$ cat src/rtl/msb_watch_pkg.sv
// Shared types for msb_watch: edge classification of a filtered flag change.
package msb_watch_pkg;

  typedef enum logic [1:0] {
    EDGE_NONE = 2'd0,
    EDGE_RISE = 2'd1,
    EDGE_FALL = 2'd2
  } edge_e;

  // New flag value after an accepted change decides the edge direction.
  function automatic edge_e edge_of(input logic chg, input logic new_val);
    if (!chg) return EDGE_NONE;
    return new_val ? EDGE_RISE : EDGE_FALL;
  endfunction

endpackage

$ cat src/rtl/msb_watch_if.sv
// Bus-side signals of msb_watch: controls and observed bus in, filtered flag out.
interface msb_watch_if #(
  parameter int unsigned W  = 4,
  parameter int unsigned CW = 8
);
  logic          en;
  logic          clr;
  logic [0:W-1]  a;
  logic          x;
  logic          x_rise;
  logic          x_fall;
  logic [CW-1:0] toggles;

  modport master (output en, clr, a, input x, x_rise, x_fall, toggles);
  modport slave  (input en, clr, a, output x, x_rise, x_fall, toggles);
endinterface

$ cat src/rtl/msb_watch_stab_filter.sv
// Debounce filter: x follows candidate c only after DEPTH consecutive differing samples.
module stab_filter #(
  parameter int unsigned DEPTH = 1,
  parameter int unsigned SW    = 1
) (
  input  logic clk,
  input  logic rst_n,
  input  logic en,
  input  logic c,
  output logic x,
  output logic chg_c
);

  logic [SW-1:0] stab_q, stab_d;
  logic          x_q, x_d;

  always_ff @(posedge clk) begin
    if (!rst_n) begin
      x_q    <= 1'b0;
      stab_q <= '0;
    end else begin
      x_q    <= x_d;
      stab_q <= stab_d;
    end
  end

  // Accept on the DEPTH-th consecutive mismatch; any match restarts the count.
  always_comb begin
    x_d    = x_q;
    stab_d = stab_q;
    chg_c  = 1'b0;
    if (en) begin
      if (c == x_q) begin
        stab_d = '0;
      end else if (stab_q == SW'(DEPTH - 1)) begin
        x_d    = c;
        stab_d = '0;
        chg_c  = 1'b1;
      end else begin
        stab_d = stab_q + SW'(1);
      end
    end
  end

  assign x = x_q;

endmodule

$ cat src/rtl/msb_watch.sv
// Watches one bit of a bus, debounces it, and reports edges plus a saturating toggle count.
module msb_watch
  import msb_watch_pkg::*;
#(
  parameter int unsigned W      = 4,
  parameter int unsigned SEL    = 0,
  parameter int unsigned INVERT = 1,
  parameter int unsigned DEPTH  = 1,
  parameter int unsigned CW     = 8
) (
  input  logic         clk,
  input  logic         rst_n,
  msb_watch_if.slave   bus
);

  localparam int unsigned SW = $clog2(DEPTH) + 1;

  logic          c_c;
  logic          chg_c;
  logic          x_w;
  edge_e         edge_c;
  logic          x_rise_q;
  logic          x_fall_q;
  logic [CW-1:0] tog_q;

  assign c_c    = (INVERT != 0) ? ~bus.a[SEL] : bus.a[SEL];
  assign edge_c = edge_of(chg_c, c_c);

  stab_filter #(
    .DEPTH (DEPTH),
    .SW    (SW)
  ) u_filt (
    .clk   (clk),
    .rst_n (rst_n),
    .en    (bus.en),
    .c     (c_c),
    .x     (x_w),
    .chg_c (chg_c)
  );

  // Pulses and counter; clr is honoured regardless of en and beats an increment.
  always_ff @(posedge clk) begin
    if (!rst_n) begin
      x_rise_q <= 1'b0;
      x_fall_q <= 1'b0;
      tog_q    <= '0;
    end else begin
      x_rise_q <= (edge_c == EDGE_RISE);
      x_fall_q <= (edge_c == EDGE_FALL);
      if (bus.clr) begin
        tog_q <= '0;
      end else if (chg_c && (tog_q != '1)) begin
        tog_q <= tog_q + CW'(1);
      end
    end
  end

  assign bus.x       = x_w;
  assign bus.x_rise  = x_rise_q;
  assign bus.x_fall  = x_fall_q;
  assign bus.toggles = tog_q;

endmodule

$ cat src/flat_wrapper.sv
// flat-port wrapper written by rule: the top's interface ports become plain ports
module msb_watch_flat import msb_watch_pkg::*;
#(
  parameter int unsigned W      = 4,
  parameter int unsigned SEL    = 0,
  parameter int unsigned INVERT = 1,
  parameter int unsigned DEPTH  = 1,
  parameter int unsigned CW     = 8
)
  (clk, rst_n, bus_en, bus_clr, bus_a, bus_x, bus_x_rise, bus_x_fall, bus_toggles);
  msb_watch_if #(.W(W), .CW(CW)) bus_i ();
  input  logic clk;
  input  logic rst_n;
  input wire logic [$bits(bus_i.en)-1:0] bus_en;
  input wire logic [$bits(bus_i.clr)-1:0] bus_clr;
  input wire logic [$bits(bus_i.a)-1:0] bus_a;
  output wire logic [$bits(bus_i.x)-1:0] bus_x;
  output wire logic [$bits(bus_i.x_rise)-1:0] bus_x_rise;
  output wire logic [$bits(bus_i.x_fall)-1:0] bus_x_fall;
  output wire logic [$bits(bus_i.toggles)-1:0] bus_toggles;
  assign bus_i.en = bus_en;
  assign bus_i.clr = bus_clr;
  assign bus_i.a = bus_a;
  assign bus_x = bus_i.x;
  assign bus_x_rise = bus_i.x_rise;
  assign bus_x_fall = bus_i.x_fall;
  assign bus_toggles = bus_i.toggles;
  msb_watch #(.W(W), .SEL(SEL), .INVERT(INVERT), .DEPTH(DEPTH), .CW(CW)) u_core (.clk(clk), .rst_n(rst_n), .bus(bus_i));
endmodule
$ cat config.mk
export PLATFORM = sky130hd
export DESIGN_NAME = msb_watch_flat
export DESIGN_NICKNAME = d
export VERILOG_FILES = /design/src/rtl/msb_watch_pkg.sv /design/src/rtl/msb_watch_if.sv /design/src/rtl/msb_watch_stab_filter.sv /design/src/rtl/msb_watch.sv /design/src/flat_wrapper.sv
export SDC_FILE = /design/constraint.sdc
export NUM_CORES = 1
export LEC_CHECK = 0
export ABC_AREA = 1
export CORE_AREA = 3 3 43 45
export CTS_CLUSTER_DIAMETER = 80
export DETAILED_ROUTE_END_ITERATION = 12
export DIE_AREA = 0 0 46 48
export HOLD_SLACK_MARGIN = 0.12
export PLACE_DENSITY = 0.68
export SLEW_MARGIN = 20
export SYNTH_ARGS = -nofsm -noshare
export SYNTH_HDL_FRONTEND = slang
export SYNTH_SLANG_ARGS = --single-unit
export TNS_END_PERCENT = 100
$ cat constraint.sdc
create_clock -name clk -period 3.7 [get_ports clk]
set_clock_uncertainty 0.1 [all_clocks]
set_input_delay 0.37 -clock clk [delete_from_list [all_inputs] [get_ports clk]]
set_output_delay 0.37 -clock clk [all_outputs]
set_load 0.02 [all_outputs]
======== Word level (Yosys, flattened, before mapping) ========
Index checks and enable logic that the tools add are counted.
word-level totals
  bits in registers ....................... 12
  word-level logic and storage cells ...... 25
  output and inout port bits .............. 11
  bits of input ports ..................... 8
operators by class
  bitwise gates (word level) .............. 4
  muxes and demuxes ....................... 7
  equal/unequal tests ..................... 4
  reductions and logical operators ........ 3
  add/sub/neg operators ................... 2
operator list
  cell                                            number
  adder 8 x 1 -> 8 bit (second input constant)    1
  inequality test 8 bit (second input constant)   1
  2-to-1 mux 1 bit                                5
  2-to-1 mux 2 bit                                2
  inverter 1 bit                                  4
  AND reduction 3 bit                             1
  == test 2 x 1 -> 1 bit (second input constant)  1
  == test 2 bit (second input constant)           1
  OR reduction 2 bit                              1
  adder 1 bit (second input constant)             1
  == test 1 bit                                   1
  logical AND 1 bit                               1

======== Logic depth before layout (Yosys ltp) ========
  depth in word-level cells ............... 6
  gate-level depth with buffers ........... 8

======== Hierarchy ========
A second synthesis with hierarchy kept.
second synthesis, totals
  cells, all modules ...................... 90
  area, all modules ....................... 595.6 sq um
modules (own cells, without submodules)
  module       area an instance (sq um)  cells an instance  times used  sequential area each (sq um)
  msb_watch    544.3                     81                 1           200.2
  stab_filter  51.3                      9                  1           20.0

======== Worst setup path before layout ========
No wires, ideal clock.
  path type ............................... reg2reg
  start ................................... register u_core.tog_q[1], in the netlist u_core.bus.toggles[1]
  end ..................................... register u_core.tog_q[6], in the netlist u_core.bus.toggles[6]
  arrival time ............................ 1259 ps
  stages on the path, launching flop included .. 7
  required time ........................... 3485 ps
  path slack .............................. 2225 ps
  period minus slack after synthesis ...... 1475 ps
  cell sequence ........................... dfxtp_1 ha_1 nand2_2 nor3_1 nand2_1 o21ai_1 nor2_1
between the ends
  cells in the longest elaborated chain, start to end .. 2
  elaborated cells between the ends (all ways) .. 3
  those cells by class .................... add/sub (1); eq/ne (1); reduce/logical (1)
ends and longest elaborated chain
  element                                                       RTL line         source
  from (decl)                                                   msb_watch.sv:24  logic [CW-1:0] tog_q;
  from (signal assigned)                                        msb_watch.sv:53  tog_q <= tog_q + CW'(1);
  branches (longest 2 deep; another with adder 8 x 1 -> 8 bit)  --
Parallel ways; which one is timed is not known.
A chain may end at the register's enable or synchronous reset.

======== Worst setup path in the final report ========
  start ................................... register u_core.tog_q[2], in the netlist u_core.bus.toggles[2]
  end ..................................... output bus_toggles[2]
RTL lines
  element    RTL line            source
  to (decl)  flat_wrapper.sv:20  output wire logic [$bits(bus_i.toggles)-1:0] bus_toggles;
No word-level cell between the ends.

==> results.tsv <==
metric	value	unit
CP startpoint kind	flop	
pre-CTS setup slack	1910	ps
Net Sw Power	0.0000583	W
Final Hold Viols	0	
Critical Path Fanout Max	7	
Power Dens Cells	295	mW/mm2
Gate Count Post-Synth	86	
diode count	0	
most frequent cells in the layout	25 x nand2_1, 15 x clkdlybuf4s50_1, 11 x dfxtp_1, 10 x inv_1, 10 x nand3_1	
CTS tree	yes	
RSZ-0062 raised after global routing	false	
placed cells	117	
r2r setup slk	2250	ps
fmax	533	MHz
Buffers & Inverters on Critical Path	1	
GP Congestion	0.766	
commonest non-fill, non-tap cell in the layout	nand2_1	
Sw Ratio	25.3	%
drt first pass iters	4	
Root Buffer	clkbuf_4	
critical path cell sequence	clkdlybuf4s50_1	
Core Area	0.00151	mm2
Clk pwr share	37.1	%
Initial Util	38.8	%
filler-free cell count of the finished design	121	
vias in the first global route	480	
Reg power frac	52.6	%
Die Area	0.00221	mm2
Static Leak	0.287	nW
post-CTS setup buffers	0	
Avg Vias per Cell	4.85	
Final min period	1870	ps
Critical Path AT	1400	ps
DRC errors left	0	
Max IR drop VDD	0.169	mV
layout cell share with drive strength beyond 1	9.52	%
Required @ worst endpoint	3230	ps
Seq cells post-synth	11	
Core Rows	14	
Synth area leader	dfxtp_1	
CTS Sinks	11	
number of setup violations in the final report	0	
Max Cap Viol	0	
Synth Area per Inst	6.79	um2
post-synthesis instance area	584	um2
critical path class	flop to output pin	
fin. max-slew vios	0	
CTS clk-pin slew, worst paths	80	ps
P&R area growth vs syn	33.6	%
Seq/Total Area, Yosys	37.7	%
later-pin clock latency in the skew report	280	ps
largest net degree at the start of global routing	11	
Yosys cell types	16	
vias	587	
max incr delay on CP	660	ps
Final nets	115	
first-pass GRT wire length	2040	um
DR iter-0 viols	10	
combinational power share	10.3	%
initial antenna violation count	0	
clock buffer count from CTS	3	
post-route ant nets	0	
worst setup margin	1830	ps
Die Span X	46	um
drt wl/cell	10.3	um
final wirelength	1240	um
Critical Path Sink Type	output pin	
CTS H-Tree Depth	1	
CTS max path bufs	2	
io pins	19	
fin crit share	50.7	%
worst hold slack	414	ps
Setup TNS	0	ps
CP top delay family	buffers and inverters	
internal power	0.000172	W
Total GRT Usage	13.6	%
post-layout util	51.8	%
DP HPWL	927	um
Slew HR	79.2	%
grt ovf	0	
Die Ht	48	um
status	completed	
Synth area leaders	dfxtp_1 38%, nand2_1 16%, nand3_1 8.6%, a21oi_1 6.9%, inv_1 6.4%	
worst slew pin tran	310	ps
top cell type's share of synthesized area	37.7	%
CTS Hold Bufs	0	
Mapped Nets	95	
slowest CP cell	clkdlybuf4s50_1	
post_cts resized	0	
hold crit path type	flop to flop	
yosys warns	0	
IO buf count	15	
# fillers	150	
==> worst register-to-register path: stages, from the launching register on <==
cell and delay (ps):
dfxtp_1 400, ha_1 240, nand2_2 100, nor2_4 110, nand3_4 140, nand2_4 120, nand2_1 50, a21oi_1 120
==> cell usage after synthesis (all sizes together) <==
master	number
ha	1
inv	11
nor2	12
dfxtp	11
nor3	3
xor2	1
o21ai	1
nand2	27
a21oi	8
nand3	11
==> cell type report <==
cell class,instances,area (um2),area share [%]
Multi-Input combinational cell,64,323,41.3
Tap cell,16,20.0,2.56
Clock buffer,4,26.3,3.37
Sequential cell,11,220,28.2
Timing Repair Buffer,15,150,19.2
Inverter,11,41.3,5.29
==> worst paths after layout <==
path / start / to / depth (start not counted)
setup / recovery: u_core.bus.toggles[2] / bus_toggles[2] / 1
hold / removal: u_core.u_filt.x / u_core.u_filt.x / 2
setup reg to reg: u_core.bus.toggles[1] / u_core.bus.toggles[2] / 7
hold reg to reg: u_core.u_filt.x / u_core.u_filt.x / 2
==> power by group through the flow <==
stage / clock network, W / logic (W) / registers (W)
after floorplan: 0 / 0.0000115 / 0.000126
after global placement: 0 / 0.0000234 / 0.000124
after detailed placement: 0 / 0.0000237 / 0.000124
after CTS: 0.0000891 / 0.0000239 / 0.000121
after global routing: 0.0000928 / 0.0000261 / 0.000121
final: 0.0000856 / 0.0000237 / 0.000121
==> metal layers <==
layer  global-route usage [%]  vias to the layer above  part of all wire [%]
met3                     3.01                        5                   6.6
met1                     16.5                      247                    47
met5                        0                        -                     0
li1                         -                      320                     -
met4                     13.6                        0                   3.5
met2                     19.2                       15                    42
==> kinds of logic (layout without fill, tap and decap cells) <==
logic type      count (synthesis)  count (layout)  share of synthesized area (%)
xor+xnor                        1               1                           1.50
fa+ha+maj                       1               1                           2.14
compound gates                  9               9                           7.71
flops                          11              11                           37.7
buf+inv                        11              30                           7.07
simple gates                   53              53                           43.9
==> registers in the layout, indices dropped and copies added (netlist names) <==
register            flops
u_core.bus.x_fall       1
u_core.u_filt.x         1
u_core.bus.toggles      8
u_core.bus.x_rise       1
==> per-stage QoR <==
stage / area, um2 / power [W]
3_5_place_dp: 754 / 0.000148
5_1_grt: 781 / 0.000240
2_1_floorplan: 584 / 0.000137
4_1_cts: 781 / 0.000234
6_report: 781 / 0.000230
3_3_place_gp: 754 / 0.000147
No activity file was read; power rests on OpenSTA's default activity.
